**src/rtl/ram_burst_master_if.sv**
```systemverilog
// ram_burst_master_if: command, write-stream, read-stream and RAM pin bundle
//   cmd_*  : burst command (valid/ready), write flag, start address, beats-1
//   wr_*   : write data stream into the master
//   rd_*   : read data stream out of the master, plus done pulse
//   ram_*  : RAM pins (we/addr/D out of the master, combinational Q in)
//   master : the burst controller side; slave : client + RAM side
interface ram_burst_master_if #(parameter int Width = 8, parameter int AddressSize = 4);
  logic cmd_valid, cmd_ready, cmd_write;
  logic [AddressSize-1:0] cmd_addr, cmd_len;
  logic wr_valid, wr_ready;
  logic [Width-1:0] wr_data;
  logic rd_valid, rd_ready;
  logic [Width-1:0] rd_data;
  logic done, ram_we;
  logic [AddressSize-1:0] ram_addr;
  logic [Width-1:0] ram_d, ram_q;
  modport master (
    input  cmd_valid, cmd_write, cmd_addr, cmd_len, wr_valid, wr_data, rd_ready, ram_q,
    output cmd_ready, wr_ready, rd_valid, rd_data, done, ram_we, ram_addr, ram_d
  );
  modport slave (
    output cmd_valid, cmd_write, cmd_addr, cmd_len, wr_valid, wr_data, rd_ready, ram_q,
    input  cmd_ready, wr_ready, rd_valid, rd_data, done, ram_we, ram_addr, ram_d
  );
endinterface

```
**src/rtl/ram_burst_master.sv**
```systemverilog
// ram_burst_master: burst read/write controller driving a combinational-read RAM
//   clk : rising-edge clock
//   rst : asynchronous active-high reset
//   bus : ram_burst_master_if.master (command port, write/read streams, RAM pins)
module ram_burst_master #(
  parameter int Width = 8,
  parameter int AddressSize = 4
) (
  input logic clk,
  input logic rst,
  ram_burst_master_if.master bus
);
  typedef enum logic [1:0] {IDLE, WRITE, READ, DONE} state_t;
  state_t state_q, state_d;
  logic [AddressSize-1:0] addr_q, addr_d, cnt_q, cnt_d;
  logic accept, beat, last;
  // every strobe decodes straight from the state flop, so async reset clears them at once
  assign bus.cmd_ready = state_q == IDLE;
  assign bus.wr_ready  = state_q == WRITE;
  assign bus.rd_valid  = state_q == READ;
  assign bus.done      = state_q == DONE;
  assign bus.ram_we    = state_q == WRITE && bus.wr_valid;
  assign bus.ram_addr  = addr_q;
  assign bus.ram_d     = Width'(bus.wr_data);
  assign bus.rd_data   = Width'(bus.ram_q);
  always_comb begin
    accept  = state_q == IDLE && bus.cmd_valid;
    beat    = (state_q == WRITE && bus.wr_valid) || (state_q == READ && bus.rd_ready);
    last    = cnt_q == '0;
    state_d = accept ? (bus.cmd_write ? WRITE : READ)
            : beat && last ? DONE
            : state_q == DONE ? IDLE
            : state_q;
    // address wraps naturally at the width of addr_q
    addr_d  = accept ? bus.cmd_addr : beat ? addr_q + AddressSize'(1) : addr_q;
    cnt_d   = accept ? bus.cmd_len : beat && !last ? cnt_q - AddressSize'(1) : cnt_q;
  end
  always_ff @(posedge clk or posedge rst) begin
    if (rst) begin
      state_q <= IDLE;
      addr_q  <= '0;
      cnt_q   <= '0;
    end else begin
      state_q <= state_d;
      addr_q  <= addr_d;
      cnt_q   <= cnt_d;
    end
  end
endmodule
```
**src/flat_wrapper.sv**
```systemverilog
// flat-port wrapper written by rule: the top's interface ports become plain ports
module ram_burst_master_flat 
#(
  parameter int Width = 8,
  parameter int AddressSize = 4
)
  (clk, rst, bus_cmd_valid, bus_cmd_write, bus_cmd_addr, bus_cmd_len, bus_wr_valid, bus_wr_data, bus_rd_ready, bus_ram_q, bus_cmd_ready, bus_wr_ready, bus_rd_valid, bus_rd_data, bus_done, bus_ram_we, bus_ram_addr, bus_ram_d);
  ram_burst_master_if #(.Width(Width), .AddressSize(AddressSize)) bus_i ();
  input logic clk;
  input logic rst;
  input wire logic [$bits(bus_i.cmd_valid)-1:0] bus_cmd_valid;
  input wire logic [$bits(bus_i.cmd_write)-1:0] bus_cmd_write;
  input wire logic [$bits(bus_i.cmd_addr)-1:0] bus_cmd_addr;
  input wire logic [$bits(bus_i.cmd_len)-1:0] bus_cmd_len;
  input wire logic [$bits(bus_i.wr_valid)-1:0] bus_wr_valid;
  input wire logic [$bits(bus_i.wr_data)-1:0] bus_wr_data;
  input wire logic [$bits(bus_i.rd_ready)-1:0] bus_rd_ready;
  input wire logic [$bits(bus_i.ram_q)-1:0] bus_ram_q;
  output wire logic [$bits(bus_i.cmd_ready)-1:0] bus_cmd_ready;
  output wire logic [$bits(bus_i.wr_ready)-1:0] bus_wr_ready;
  output wire logic [$bits(bus_i.rd_valid)-1:0] bus_rd_valid;
  output wire logic [$bits(bus_i.rd_data)-1:0] bus_rd_data;
  output wire logic [$bits(bus_i.done)-1:0] bus_done;
  output wire logic [$bits(bus_i.ram_we)-1:0] bus_ram_we;
  output wire logic [$bits(bus_i.ram_addr)-1:0] bus_ram_addr;
  output wire logic [$bits(bus_i.ram_d)-1:0] bus_ram_d;
  assign bus_i.cmd_valid = bus_cmd_valid;
  assign bus_i.cmd_write = bus_cmd_write;
  assign bus_i.cmd_addr = bus_cmd_addr;
  assign bus_i.cmd_len = bus_cmd_len;
  assign bus_i.wr_valid = bus_wr_valid;
  assign bus_i.wr_data = bus_wr_data;
  assign bus_i.rd_ready = bus_rd_ready;
  assign bus_i.ram_q = bus_ram_q;
  assign bus_cmd_ready = bus_i.cmd_ready;
  assign bus_wr_ready = bus_i.wr_ready;
  assign bus_rd_valid = bus_i.rd_valid;
  assign bus_rd_data = bus_i.rd_data;
  assign bus_done = bus_i.done;
  assign bus_ram_we = bus_i.ram_we;
  assign bus_ram_addr = bus_i.ram_addr;
  assign bus_ram_d = bus_i.ram_d;
  ram_burst_master #(.Width(Width), .AddressSize(AddressSize)) u_core (.clk(clk), .rst(rst), .bus(bus_i));
endmodule
```
**config.mk**
```make
export PLATFORM = sky130hd
export DESIGN_NAME = ram_burst_master_flat
export DESIGN_NICKNAME = d
export VERILOG_FILES = /design/src/rtl/ram_burst_master_if.sv /design/src/rtl/ram_burst_master.sv /design/src/flat_wrapper.sv
export SDC_FILE = /design/constraint.sdc
export NUM_CORES = 1
export LEC_CHECK = 0
export ABC_AREA = 1
export CAP_MARGIN = 20
export CORE_MARGIN = 3
export CORE_UTILIZATION = 39
export CTS_BUF_LIST = sky130_fd_sc_hd__clkbuf_8
export CTS_CLUSTER_DIAMETER = 120
export DETAILED_ROUTE_END_ITERATION = 8
export GPL_ROUTABILITY_DRIVEN = 0
export PLACE_DENSITY = 0.92
export RECOVER_POWER = 25
export SLEW_MARGIN = 20
export SYNTH_ARGS = -nofsm -noshare
export SYNTH_HDL_FRONTEND = slang
export SYNTH_SLANG_ARGS = --single-unit
```
**constraint.sdc**
```tcl
create_clock -name clk -period 3.6 [get_ports clk]
set_input_delay 0.72 -clock clk [delete_from_list [all_inputs] [get_ports clk]]
set_output_delay 0.72 -clock clk [all_outputs]
set_load 0.005 [all_outputs]
```
Word level (Yosys, flattened, before mapping)
Index checks and enable logic that the tools add are counted.
- register bits: 10
- bits of input ports: 30
- output and inout port bits: 25
- word-level logic and storage cells: 28
- add/subtract/negate cells: 2
- equal/unequal tests: 3
- mux-type cells: 8
- reduce and logical (&&, ||, !) cells: 12
- operator list (cell ; number):
    2-to-1 mux 4 bit ; 4
    2-to-1 mux 2 bit ; 4
    logical AND 1 bit ; 5
    adder 4 x 1 -> 4 bit (second input constant) ; 1
    == test 2 bit (second input constant) ; 2
    zero test 4 bit ; 1
    nonzero test 2 bit ; 2
    subtractor 4 x 1 -> 4 bit (second input constant) ; 1
    nonzero test 3 bit ; 1
    == test 2 x 1 -> 1 bit (second input constant) ; 1
    zero test 2 bit ; 1
    zero test 1 bit ; 1
    logical OR 1 bit ; 1

Longest topological paths before layout
Gate-level depths: netlist (run 1).
- word-level depth: 6
- mapped depth: 9
- mapped depth without buffers: 9

Least setup slack after synthesis (run 1)
OpenSTA, ideal clock, no wires.
- path type: input-to-output
- start: input port bus_wr_valid
- end: output port bus_ram_we
- arrival: 0.870 ns
- data required time: 2.880 ns
- slack: 2.010 ns
- stages: 2
- buffers on the path: 0
- cells stage by stage: nand3_2 -> inv_1
- longest elaborated chain between the ends: 1
- ends and longest elaborated chain (what ; RTL line ; source):
    start, declared ; flat_wrapper.sv:15 ; input wire logic [$bits(bus_i.wr_valid)-1:0] bus_wr_valid;
    logical AND 1 bit ; ram_burst_master.sv:22 ; assign bus.ram_we = state_q == WRITE && bus.wr_valid;
    end, declared ; flat_wrapper.sv:24 ; output wire logic [$bits(bus_i.ram_we)-1:0] bus_ram_we;
Every way passes these cells.

Worst setup path in the final report (run 1)
Same ends and word-level chain as after synthesis.

==> impl_results.md, run 1 <==
- Status: finished clean
- DP Cell Count: 147
- CTS tree: yes
- Slew @ Worst Pin: 0.397 ns
- Synth cell count leaders: nand2_1, buf_4, inv_1
- Leak pwr: 0.517 nW
- TNS Setup: 0 ns
- Die area: 2650 um^2
- Synthesis Warnings: 0
- Pin count of the biggest net entering global routing: 18
- Nets@finish: 159
- Syn nets: 149
- Slowest cell on crit path: clkdlybuf4s50_1
- Slew margin rel.: 73.5%
- Via Count: 707
- Routed Wire Length: 1.78 mm
- Most common cell in the netlist: nand2_1
- Critical Path Sink Type: output port
- Clock slew at reported path FFs: 0.05 ns
- Max VDD drop: 0.302 mV
- RSZ-0062 raised after global routing: false
- Max_cap viols: 0
- GRT met3 Usage: 4.96%
- Core ar.: 1840 um^2
- Cell taking the most area after synthesis: dfrtp_1
- DRC viols: 0
- Max Fclk: 390 MHz
- FF-to-FF Start: u_core.cnt_q[0]$_DFFE_PP0P_
- Reg2Reg Depth: 9
- Die Y: 51.5 um
- M1 GR Usage: 16.7%
- Critical Path AT: 1.84 ns
- Finished Layout Cells: 150
- Crit-path leading delay family: buffers and inverters
- Fillers: 180
- Pins Over Slew Limit: 0
- Vias in the first global route: 676
- GRT Resource Usage Total: 14.9%
- Setup crit start: bus_wr_valid
- Post-CTS Setup Bufs: 0
- Most common cell on crit path: clkdlybuf4s50_1
- Setup-failing EPs final: 0
- FFs w/ async S/R, synth: 100%
- Overall power: 0.813 mW
- CTS Sinks: 10
- R2r setup slk: 2.19 ns
- Synth Cell Area: 806 um^2
- First DRT Iteration DRCs: 10
- Antenna cell count: 0
- Seq cells post-synth: 10
- Vias per inst: 4.71
- Initial antenna violation count: 0
- Ports: 55
- Worst-Skew Late Latency: 0.24 ns
- Final Hold Violating Endpoints: 0
- Hold Slack: 0.564 ns
- Clk buf depth: 2
- Worst Setup Path Type: input pin to output port
- Hold Path Class: flip-flop to flip-flop
- Detail Route Antenna Nets: 0
- Hold-fix buffer count after cts: 0
- Met2 Resource Use GR: 26.1%
- Hpwl dp: 1.32 mm
- I/O Buffers: 22
- Top cell type's share of synthesized area: 31.1%
- Largest cells by area after synthesis: dfrtp_1, nand2_1, buf_4
- Num CTS Buffers: 3
- Crit Path Max Fanout: 3
- Worst setup endpoint: bus_ram_we
- First-pass GRT wire length: 2.91 mm
- Max stage delay on crit path: 0.49 ns
- Standard-cell row count: 15
- Average wire per standard cell: 11.8 um
- Clock Skew: 0.00125 ns
- Root buffer cell: clkbuf_8
- DRT Pass-1 Iters: 4
- Synth Flop Type: dfrtp_1
- Area Overhead vs Synth: 20.0%
- Crit Reg-Reg Endpoint: u_core.cnt_q[3]$_DFFE_PP0P_
- CTS H-tree depth: 1
- Util after Layout: 52.6%
- Library cells used by synthesis: 21
- PostCTS Resize Cnt: 0
- Final period utilization: 71.2%
- Gr busiest metal: met2
- Worst path depth: 4
- Tmin final: 2.56 ns
- P per Cell Area: 841 nW/um^2
- Mapped Avg Cell Area: 6.89 um^2
- Worst EP required: 2.88 ns
- Die width: 51.5 um
- Post-synth EDFFs: 0
- Worst setup SP type: input pin
- Register area share after synthesis: 31.1%
- Hold_sp: u_core.cnt_q[1]$_DFFE_PP0P_
- Buffer and inverter count on the worst path: 3
- Initial Utilization: 43.8%
- Multi-input gate area: 360 um^2
- Mapped Cells: 117
- Layout cells sized above 1: 9.60%
- Global route overflow: 0
- CP cell instances: clkdlybuf4s50_1 > nand3_2 > inv_1 > clkdlybuf4s50_1
- Register Area: 250 um^2
logic make-up after synthesis:
family	synth area share (%)
compound gates	4.81
flops	31.1
buf+inv	24.2
fa+ha+maj	3.11
simple gates	36.8
worst min path at each step:
stage | endpoint | slack, ns | depth (start not counted)
finish | u_core.cnt_q[1]$_DFFE_PP0P_ | 0.56 | 2
floorplan | u_core.cnt_q[3]$_DFFE_PP0P_ | 0.49 | 2
CTS | u_core.bus.ram_addr[3]$_DFFE_PP0P_ | 0.56 | 2
global route | u_core.bus.ram_addr[1]$_DFFE_PP0P_ | 0.60 | 2
global placement | u_core.bus.ram_addr[3]$_DFFE_PP0P_ | 0.51 | 2
detailed placement | u_core.bus.ram_addr[3]$_DFFE_PP0P_ | 0.55 | 2
stage by stage:
step	area [um^2]	setup slack [ns]
after floorplan	806	2.01
after global placement	926	1.05
after detailed placement	926	1.03
after CTS	967	1.03
after global routing	967	0.998
final	967	1.04
sequential cells by signal (all words and copies together) (netlist names):
register	count
u_core.state_q	2
u_core.bus.ram_addr	4
u_core.cnt_q	4
placed cells by master (no fill, tap or decap):
cell type / Yosys / layout
a31oi_1: 1 / 1
clkbuf_8: 0 / 3
clkdlybuf4s50_1: 0 / 21
dfrtp_1: 10 / 10
dlygate4sd3_1: 0 / 1
ha_1: 2 / 2
inv_1: 16 / 16
inv_2: 1 / 1
nand2_1: 41 / 41
nand2_2: 1 / 1
nand2_4: 1 / 1
nand3_1: 8 / 8
nand3_2: 3 / 3
nand4_1: 1 / 1
nor2_1: 5 / 5
nor2_2: 1 / 1
nor3_1: 1 / 1
o21ai_1: 3 / 3
o21ai_2: 1 / 1
o221ai_1: 1 / 1
or2_0: 2 / 2
or2_2: 1 / 1
routing by layer:
layer  share of wire [%]  vias up
met5                   0        -
met4                 1.1        0
met3                 9.1        5
met2                  48       36
met1                  41      306
li1                    -      360
power by group:
part           leakage, nW  total [mW]  switching (mW)  internal (mW)
Clock               0.0216       0.118          0.0449         0.0734
Combinational        0.371       0.464           0.250          0.213
Sequential           0.124       0.231          0.0622          0.169
area by class of cell:
cell class                      count  share of cell area (%)
Multi-Input combinational cell     73                    37.3
Timing Repair Buffer               22                    22.8
Clock buffer                        3                    4.27
Sequential cell                    10                    25.9
Inverter                           17                    6.60
Tap cell                           25                    3.23
worst min-delay path, delay by kind of cell, from the launching register on:
| kind | cells | cell delay [ns] |
|---|---|---|
| buffers and inverters | 1 | 0.08 |
| AOI/OAI and AO/OA | 1 | 0.07 |
| DFF | 1 | 0.38 |
Note: power is estimated with default switching activity, not from simulation.
==> run 2: changes to the inputs <==
--- a/config.mk
+++ b/config.mk
@@ -8,12 +8,12 @@
 export ABC_AREA = 1
 export CAP_MARGIN = 20
 export CORE_MARGIN = 3
-export CORE_UTILIZATION = 39
+export CORE_UTILIZATION = 36
 export CTS_BUF_LIST = sky130_fd_sc_hd__clkbuf_8
 export CTS_CLUSTER_DIAMETER = 120
 export DETAILED_ROUTE_END_ITERATION = 8
 export GPL_ROUTABILITY_DRIVEN = 0
-export PLACE_DENSITY = 0.92
+export PLACE_DENSITY = 0.87
 export RECOVER_POWER = 25
 export SLEW_MARGIN = 20
 export SYNTH_ARGS = -nofsm -noshare
==> constraint.sdc (replaced) <==
create_clock -name clk -period 2.5 [get_ports clk]
set_input_delay 0.5 -clock clk [delete_from_list [all_inputs] [get_ports clk]]
set_output_delay 0.5 -clock clk [all_outputs]
set_load 0.005 [all_outputs]
==> run 2 against run 1 <==
Clock-buffer cell count up 1; die area up 7.3%; first-iteration DRC count up 110%; non-clock buffer count unchanged; utilization down 4.4 points; cell count up 2.0%; clock power up 72%.
==> impl_results.md, run 2 (synthesis results as in run 1) <==
- Status: finished clean
- Critical Path AT: 1.66 ns
- Max_cap viols: 0
- Die Y: 53.3 um
- Pins Over Slew Limit: 0
- Via Count: 704
- First-pass GRT wire length: 2.68 mm
- GRT Resource Usage Total: 12.6%
- Vias in the first global route: 621
- Tmin final: 2.16 ns
- Global route overflow: 0
- Most frequent cells in the layout: nand2_1, clkdlybuf4s50_1, inv_1
- Worst EP required: 2.00 ns
- Antenna cell count: 0
- Hold Path Class: flip-flop to flip-flop
- Slew margin rel.: 73.9%
- Hpwl dp: 1.29 mm
- Leak pwr: 0.524 nW
- Die width: 53.3 um
- Vias per inst: 4.60
- Average wire per standard cell: 10.7 um
- DRT Pass-1 Iters: 4
- Crit Reg-Reg Endpoint: u_core.cnt_q[3]$_DFFE_PP0P_
- Fillers: 210
- Final Hold Violating Endpoints: 0
- Routed Wire Length: 1.64 mm
- Clock Skew: 0.00549 ns
- Final period utilization: 86.3%
- Multi-input gate area: 360 um^2
- Worst Setup Path Type: input pin to output port
- Die area: 2840 um^2
- Worst setup SP type: input pin
- Slew @ Worst Pin: 0.391 ns
- Hold-fix buffer count after cts: 0
- Hold Slack: 0.545 ns
- Critical Path Sink Type: output port
- CTS tree: yes
- Commonest non-fill, non-tap cell in the layout: nand2_1
- Clock slew at reported path FFs: 0.05 ns
- Worst-Skew Late Latency: 0.23 ns
- Setup-failing EPs final: 0
- Root buffer cell: clkbuf_8
- Nets@finish: 159
- Initial Utilization: 39.5%
- Standard-cell row count: 16
- Post-CTS Setup Bufs: 0
- Detail Route Antenna Nets: 0
- TNS Setup: 0 ns
- Max Fclk: 463 MHz
- Core ar.: 2040 um^2
- RSZ-0062 raised after global routing: false
- Max VDD drop: 0.481 mV
- Ports: 55
- Num CTS Buffers: 3
- CTS Sinks: 10
- P per Cell Area: 1210 nW/um^2
- Cell count of the worst hold path: 2
- Reg2Reg Depth: 9
- Crit Path Max Fanout: 3
- DP Cell Count: 149
- Clk buf depth: 2
- PostCTS Resize Cnt: 0
- CTS H-tree depth: 1
- R2r setup slk: 1.07 ns
- Hold EP: u_core.bus.ram_addr[3]$_DFFE_PP0P_
- Pin count of the biggest net entering global routing: 18
- Hold_sp: u_core.bus.ram_addr[3]$_DFFE_PP0P_
- FF-to-FF Start: u_core.cnt_q[0]$_DFFE_PP0P_
- DRC viols: 0
- Layout cells sized above 1: 10.3%
- First DRT Iteration DRCs: 21
- Initial antenna violation count: 0
- Area Overhead vs Synth: 22.0%
- Register Area: 250 um^2
- I/O Buffers: 22
- Finished Layout Cells: 153
==> run 2: cell count changes in the layout (fill, tap and decap cells not counted) <==
| cell | before | now |
|---|---|---|
| clkbuf_8 | 3 | 4 |
==> run 2: worst max path at each step <==
stage | start | end | slack (ns)
global placement | bus_wr_valid | bus_ram_we | 0.39
global route | bus_wr_valid | bus_ram_we | 0.30
CTS | bus_wr_valid | bus_ram_we | 0.33
floorplan | u_core.cnt_q[0]$_DFFE_PP0P_ | u_core.cnt_q[3]$_DFFE_PP0P_ | 1.25
finish | bus_wr_valid | bus_ram_we | 0.34
detailed placement | bus_wr_valid | bus_ram_we | 0.33
==> run 2: critical path: stages <==
cell and delay (ns):
clkdlybuf4s50_1 0.50, nand3_2 0.11, inv_1 0.06, clkdlybuf4s50_1 0.49
==> run 2: metal layers <==
metal / GRT usage, % / part of all wire [%] / wire [um]
met5: 0 / 0 / 0
met4: 1.70 / 0 / 0
met3: 3.94 / 8.6 / 141
met2: 22.2 / 49 / 796
met1: 15.1 / 43 / 702
==> run 2: final cells by class <==
class | count | area share [%]
Multi-Input combinational cell | 73 | 36.6
Sequential cell | 10 | 25.4
Timing Repair Buffer | 22 | 22.4
Inverter | 17 | 6.49
Clock buffer | 4 | 5.60
Tap cell | 27 | 3.44
==> run 2: metrics by stage <==
step | util, % | total power, mW | cell area, um^2 | worst slack (ns)
after detailed placement | 45.5 | 0.991 | 928 | 0.334
after CTS | 48.2 | 1.20 | 983 | 0.333
final | 48.2 | 1.19 | 983 | 0.342
after floorplan | - | 0.780 | 806 | 1.25
after global routing | 48.2 | 1.32 | 983 | 0.296
after global placement | 45.5 | 0.952 | 928 | 0.389
==> run 2: where the power goes <==
| part | switching [mW] | internal (mW) |
|---|---|---|
| registers | 0.0888 | 0.243 |
| clock network | 0.0643 | 0.138 |
| logic | 0.344 | 0.307 |
